$ cat config.mk
export PLATFORM = sky130hd
export DESIGN_NAME = uart_fifo_tx
export DESIGN_NICKNAME = d
export VERILOG_FILES = /design/src/rtl/uart_pkg.sv /design/src/rtl/uart_baud_gen.sv /design/src/rtl/uart_fifo_tx.sv
export SDC_FILE = /design/constraint.sdc
export NUM_CORES = 1
export LEC_CHECK = 0
export BUFFER_PORTS_ARGS = -buffer_cell sky130_fd_sc_hd__buf_2
export CORE_MARGIN = 4
export CORE_UTILIZATION = 32
export DETAILED_ROUTE_END_ITERATION = 10
export GPL_TIMING_DRIVEN = 1
export HOLD_SLACK_MARGIN = 0.12
export PLACE_DENSITY_LB_ADDON = 0.3
export SLEW_MARGIN = 10
export SYNTH_ARGS = -nofsm -noshare
export SYNTH_HDL_FRONTEND = slang
export SYNTH_SLANG_ARGS = --single-unit
$ cat constraint.sdc
create_clock -name CLK -period 2.87 [get_ports CLK]
set_clock_uncertainty 0.05 [all_clocks]
set_input_delay 0.574 -clock CLK [delete_from_list [all_inputs] [get_ports CLK]]
set_output_delay 0.574 -clock CLK [all_outputs]
set_load 0.005 [all_outputs]
$ cat src/rtl/uart_pkg.sv
// Shared UART definitions: data width, TX/RX FSM state codes, counter width helper.
// Latency: n/a (declarations only).
// Backpressure: n/a.
package uart_pkg;

  localparam int UART_DATA_BITS = 8;

  // State codes kept as plain vectors so legacy RX/TX code can share them.
  localparam logic [2:0] ST_IDLE   = 3'd0;
  localparam logic [2:0] ST_START  = 3'd1;
  localparam logic [2:0] ST_DATA   = 3'd2;
  localparam logic [2:0] ST_PARITY = 3'd3;
  localparam logic [2:0] ST_STOP   = 3'd4;

  // Bits needed to hold value-1; for a baud divider this is the counter width.
  function automatic int uart_clog2(input int value);
    int result;
    int v;
    result = 0;
    v = value - 1;
    while (v > 0) begin
      result = result + 1;
      v = v >> 1;
    end
    return result;
  endfunction

endpackage

$ cat src/rtl/uart_baud_gen.sv
// Loadable baud down-counter; bit_tick is high while the count sits at zero.
// Latency: a load of N gives bit_tick N cycles later; counter parks at zero, never wraps.
// Backpressure: none; load always wins over the decrement.
// Ports: clk, rst (async, active-high), load/load_val (reload strobe and value), bit_tick (out).
module uart_baud_gen
  import uart_pkg::*;
#(
  parameter int CLK_DIV = 868,
  localparam int CNT_W = uart_clog2(CLK_DIV)
) (
  input  logic             clk,
  input  logic             rst,
  input  logic             load,
  input  logic [CNT_W-1:0] load_val,
  output logic             bit_tick
);

  logic [CNT_W-1:0] cnt_q;
  logic [CNT_W-1:0] cnt_d;

  always_comb begin
    cnt_d = cnt_q;
    if (load) begin
      cnt_d = load_val;
    end else if (cnt_q != '0) begin
      cnt_d = cnt_q - CNT_W'(1);
    end
  end

  always_ff @(posedge clk or posedge rst) begin
    if (rst) begin
      cnt_q <= '0;
    end else begin
      cnt_q <= cnt_d;
    end
  end

  assign bit_tick = (cnt_q == '0);

endmodule

$ cat src/rtl/uart_fifo_tx.sv
// UART transmitter draining the debug FIFO read port onto UART_TX (8 data bits, optional parity, 1-2 stop).
// Latency: start bit appears 1 cycle after the pop; frame period 1 + CLK_DIV*(9 + PARITY_EN + STOP_BITS).
// Backpressure: pops only in IDLE when TX_ENA=1 and the FIFO is non-empty; a started frame always completes.
// Ports: CLK, RST (async, active-high), TX_ENA, FIFO_RD_EMPTY/FIFO_RD_DATA (in), FIFO_RD_ENA, UART_TX, TX_BUSY (out).
module uart_fifo_tx
  import uart_pkg::*;
#(
  parameter int CLK_DIV    = 868,
  parameter int PARITY_EN  = 0,
  parameter int PARITY_ODD = 0,
  parameter int STOP_BITS  = 1
) (
  input  logic       CLK,
  input  logic       RST,
  input  logic       TX_ENA,
  input  logic       FIFO_RD_EMPTY,
  input  logic [7:0] FIFO_RD_DATA,
  output logic       FIFO_RD_ENA,
  output logic       UART_TX,
  output logic       TX_BUSY
);

  localparam int               CNT_W     = uart_clog2(CLK_DIV);
  localparam logic [CNT_W-1:0] BAUD_LOAD = CNT_W'(CLK_DIV - 1);

  logic [2:0] state_q,   state_d;
  logic [7:0] shift_q,   shift_d;
  logic [2:0] bit_cnt_q, bit_cnt_d;
  logic       parity_q,  parity_d;
  logic       uart_tx_q, uart_tx_d;
  logic       baud_load;
  logic       bit_tick;
  logic       pop;

  // Reset gates the strobe so no word is consumed while the block is held in reset.
  assign pop = !RST && (state_q == ST_IDLE) && TX_ENA && !FIFO_RD_EMPTY;

  uart_baud_gen #(.CLK_DIV(CLK_DIV)) u_baud (
    .clk      (CLK),
    .rst      (RST),
    .load     (baud_load),
    .load_val (BAUD_LOAD),
    .bit_tick (bit_tick)
  );

  // uart_tx_d is the value for the next state/bit, so the line is a clean flop output.
  always_comb begin
    state_d   = state_q;
    shift_d   = shift_q;
    bit_cnt_d = bit_cnt_q;
    parity_d  = parity_q;
    uart_tx_d = uart_tx_q;
    baud_load = 1'b0;
    case (state_q)
      ST_IDLE: begin
        uart_tx_d = 1'b1;
        if (pop) begin
          shift_d   = FIFO_RD_DATA;
          parity_d  = (^FIFO_RD_DATA) ^ (PARITY_ODD != 0);
          bit_cnt_d = '0;
          state_d   = ST_START;
          uart_tx_d = 1'b0;
          baud_load = 1'b1;
        end
      end
      ST_START: begin
        if (bit_tick) begin
          state_d   = ST_DATA;
          uart_tx_d = shift_q[0];
          baud_load = 1'b1;
        end
      end
      ST_DATA: begin
        if (bit_tick) begin
          shift_d   = shift_q >> 1;
          bit_cnt_d = bit_cnt_q + 3'd1;
          baud_load = 1'b1;
          if (bit_cnt_q == 3'(UART_DATA_BITS - 1)) begin
            // bit_cnt wraps to 0 here and is reused to count stop bits.
            if (PARITY_EN != 0) begin
              state_d   = ST_PARITY;
              uart_tx_d = parity_q;
            end else begin
              state_d   = ST_STOP;
              uart_tx_d = 1'b1;
            end
          end else begin
            uart_tx_d = shift_q[1];
          end
        end
      end
      ST_PARITY: begin
        if (bit_tick) begin
          state_d   = ST_STOP;
          uart_tx_d = 1'b1;
          baud_load = 1'b1;
        end
      end
      ST_STOP: begin
        uart_tx_d = 1'b1;
        if (bit_tick) begin
          if (bit_cnt_q == 3'(STOP_BITS - 1)) begin
            state_d   = ST_IDLE;
            bit_cnt_d = '0;
          end else begin
            bit_cnt_d = bit_cnt_q + 3'd1;
            baud_load = 1'b1;
          end
        end
      end
      default: begin
        state_d   = ST_IDLE;
        uart_tx_d = 1'b1;
      end
    endcase
  end

  always_ff @(posedge CLK or posedge RST) begin
    if (RST) begin
      state_q   <= ST_IDLE;
      shift_q   <= '0;
      bit_cnt_q <= '0;
      parity_q  <= 1'b0;
      uart_tx_q <= 1'b1;
    end else begin
      state_q   <= state_d;
      shift_q   <= shift_d;
      bit_cnt_q <= bit_cnt_d;
      parity_q  <= parity_d;
      uart_tx_q <= uart_tx_d;
    end
  end

  assign FIFO_RD_ENA = pop;
  assign UART_TX     = uart_tx_q;
  assign TX_BUSY     = (state_q != ST_IDLE) || pop;

endmodule

==> metrics.cfg <==
[status]
status = finished clean

[yosys]
synth.top_cells.by_area = dfrtp_1 43%, nor2_1 5.1%, ha_1 4.5%
yosysUniqueCellTypes = 43
synth_top_cell_by_area = dfrtp_1
instance_count_of_the_mapped_netlist = 146
synth_compound_gate_area_share = 0.1827
number_of_enable_flip_flop_cells_after_synthesis = 0
synth_top_flop_cell = dfrtp_1
synthXorXnorAreaFrac = 0.01248
synth_top_cell_area_share = 0.4278
post-synth-top-count-cell = dfrtp_1
multiplexer_share_of_the_synthesized_area = 0.05348
yosys.area_share.simple = 0.2157
syn_nets = 163
synth-async-reset-ratio = 1.000
dominant_combinational_cell_family_by_area_after_synthesis = simple AND/OR/NAND/NOR gates
synthAdderAreaFrac = 0.04456
post_synth.cell_area_avg_um2 = 9.615
syn_area_um2 = 1404
yosys_register_bits = 25
netlist_top_cells_count = 24 x dfrtp_1, 19 x nor2_1, 10 x a21oi_1
synth_sequential_area_ratio = 0.4465
synth-warning-count = 0

[clocking]
cts_max_path_buffers = 2
postCtsSetupBuffers = 0
cts.hold.buffers_added = 0
clkSlewWorstSetupHoldPaths_ps = 90
clk_root_buffer_cell = clkbuf_8
cts_htree_levels = 1
worstSkewPairLatency_ps = 270
cts_tree = built
cts_resized = 0
cts_inserted_buffers = 3
numClockSinks = 25

[hold_path]
hold_path_depth = 3
worst_hold_path_type = in2reg
holdCritStartpoint = FIFO_RD_DATA[7]
min_to = shift_q[7]

[floorplan]
core_box_area_um2 = 4115
fp.dieW_um = 74.24
io_pins = 15
start_util = 0.3411
die_height_um = 74.24
fp-row-count = 23
die-area_um2 = 5511

[sta]
tightest_slew_ps = 970.5
rsz0062_at_grt = false
max_slew_margin = 0.3523
final.setup.worst_slack_ps = 598.7
maxClockFrequency_mhz = 440.3
minimum_period_implied_by_the_final_worst_setup_slack_ps = 2271
final.period_utilization = 0.7914
setup_viol_count_final = 0
timing.final.max_slew_violations = 0
setup-tns-final_ps = 0
hold_viol = 0

[worst_setup_path]
critical_path.reg2reg.endpoint = shift_q[4]
timing_worst_setup_path_type = reg2reg
worstPathMaxFanout = 15
critical_path_cell_count = 6
setup.worst_path.start = u_baud.cnt_q[0]
cpLargestDelayFamily = simple AND/OR/NAND/NOR gates
crit-reg2reg-launch = u_baud.cnt_q[0]
startpoint_type = flip-flop
wp_data_arrival_ps = 2360
critPathCaptureType = flip-flop
worstPathRequired_ps = 2950
critical_path.n_buffers_inverters = 1
rr_worst_depth = 6
critical-path-slowest-cell = nand4b_1
cp_cell_sequence = inv_1 -> ha_1 -> nor4b_2 -> nand4b_1 -> o22ai_1 -> a21oi_1
critPathMaxStageDelay_ps = 580
rrSetupSlack_ps = 600

[routing]
drt-initial-drc-count = 58
finalWirelength_um = 2990
remaining_drc_errors = 0
detail_route.vias_per_cell = 5.433
drt_pre_antenna_iters = 4
avgRoutedWirePerCell_um = 14.24
num_vias = 1141
detail-route-antenna-nets = 0

[global_routing]
grt_start_max_net_pins = 26
globalRoute.totalOverflow = 0
global_route.usage.total = 0.1219
grt_first_pass_wirelength_um = 5161
grt_antenna_before_repair = 0
number_of_global_route_vias_before_repair = 1126

[power]
p_leak_nw = 0.6991
power.density_cell_area_nw_per_um2 = 367.2
irDropWorstVdd_uv = 225.9

[cells_and_area]
share_of_layout_cells_above_drive_strength_1 = 0.2188
antennaDiodeCount = 0
post_synthesis_to_final_layout_area_growth_pct = 12.48
finalNetCount = 178

[place]
count_of_buffers_inserted_at_the_top_level_ports = 14
place.gp.congestion = 0.8577
half_perimeter_wire_length_after_placement_um = 2195
post-place-ws_ps = 571.4

[flow_run]
timing.max_cap.violations = 0

## worst max-delay path by stage
| stage | to | slack [ps] |
|---|---|---|
| floorplan | FIFO_RD_ENA | 600 |
| global placement | FIFO_RD_ENA | 670 |
| detailed placement | shift_q[4] | 570 |
| CTS | shift_q[4] | 560 |
| global route | shift_q[1] | 370 |
| finish | shift_q[4] | 600 |
## power by group
part           internal, mW  total, mW  switching, mW
logic               0.00607     0.0154        0.00930
clock network        0.0985      0.212          0.114
registers             0.352      0.352              0
total                 0.456      0.580          0.123
## registers in the layout, summed over array words and instances, names as in the netlist
register	count
shift_q	8
bit_cnt_q	3
state_q	3
UART_TX	1
u_baud.cnt_q	10
## cell usage in the layout, fill, tap and decap left out, drive strengths merged, types with 3 or more instances in the layout
cell / count
buf: 17
inv: 9
mux2i: 3
o22ai: 7
a21oi: 10
nor2: 19
clkbuf: 3
nor3: 5
dfrtp: 24
o31ai: 3
mux2: 4
nand2: 9
nand3: 5
ha: 5
a211oi: 3
## worst reg2reg max path, delay by kind of cell, from the launching register on
kind	cells	cell delay, ps
AOI/OAI and AO/OA	2	400
and+or+nand+nor	2	980
DFF	1	430
buffers and inverters	1	110
adders and majority gates	1	170
## final cells by class
class	count	area, µm²
fillers	426	2536
multi-input cells	105	714.4
flip-flops and latches	25	626.9
repair buffers	17	92.59
well taps	50	62.56
clock buffers	3	41.29
inverters	9	33.78
clock inverters	1	7.507
## cells by family (layout without fill, tap and decap cells)
logic type | Yosys count | after routing
AND/OR/NAND/NOR | 55 | 55
AO/OA/AOI/OAI | 36 | 36
flip-flops | 25 | 25
buffers and inverters | 16 | 30
multiplexers | 7 | 7
adder cells (fa/ha/maj) | 5 | 5
XOR/XNOR | 2 | 2
## layer usage
metal | part of all wire | global-route usage | vias to the layer above | wire, µm
li1 | - | - | 557 | -
met1 | 0.44 | 0.1581 | 548 | 1323
met2 | 0.48 | 0.1959 | 30 | 1426
met3 | 0.058 | 0.02027 | 6 | 173
met4 | 0.022 | 0.06324 | 0 | 67
met5 | 0 | 0 | - | 0
## metrics by stage
step	instances	util	power [mW]	area [µm²]	hold slack, ps
3_3_place_gp	206	0.3718	0.3748	1530	428.1
5_1_grt	210	0.3837	0.6071	1579	435.0
6_report	210	0.3837	0.5798	1579	439.9
4_1_cts	210	0.3837	0.5930	1579	431.7
2_1_floorplan	146	-	0.3654	1404	410.6
3_5_place_dp	206	0.3718	0.3749	1530	434.2
Power figures use the tool's default switching activity.
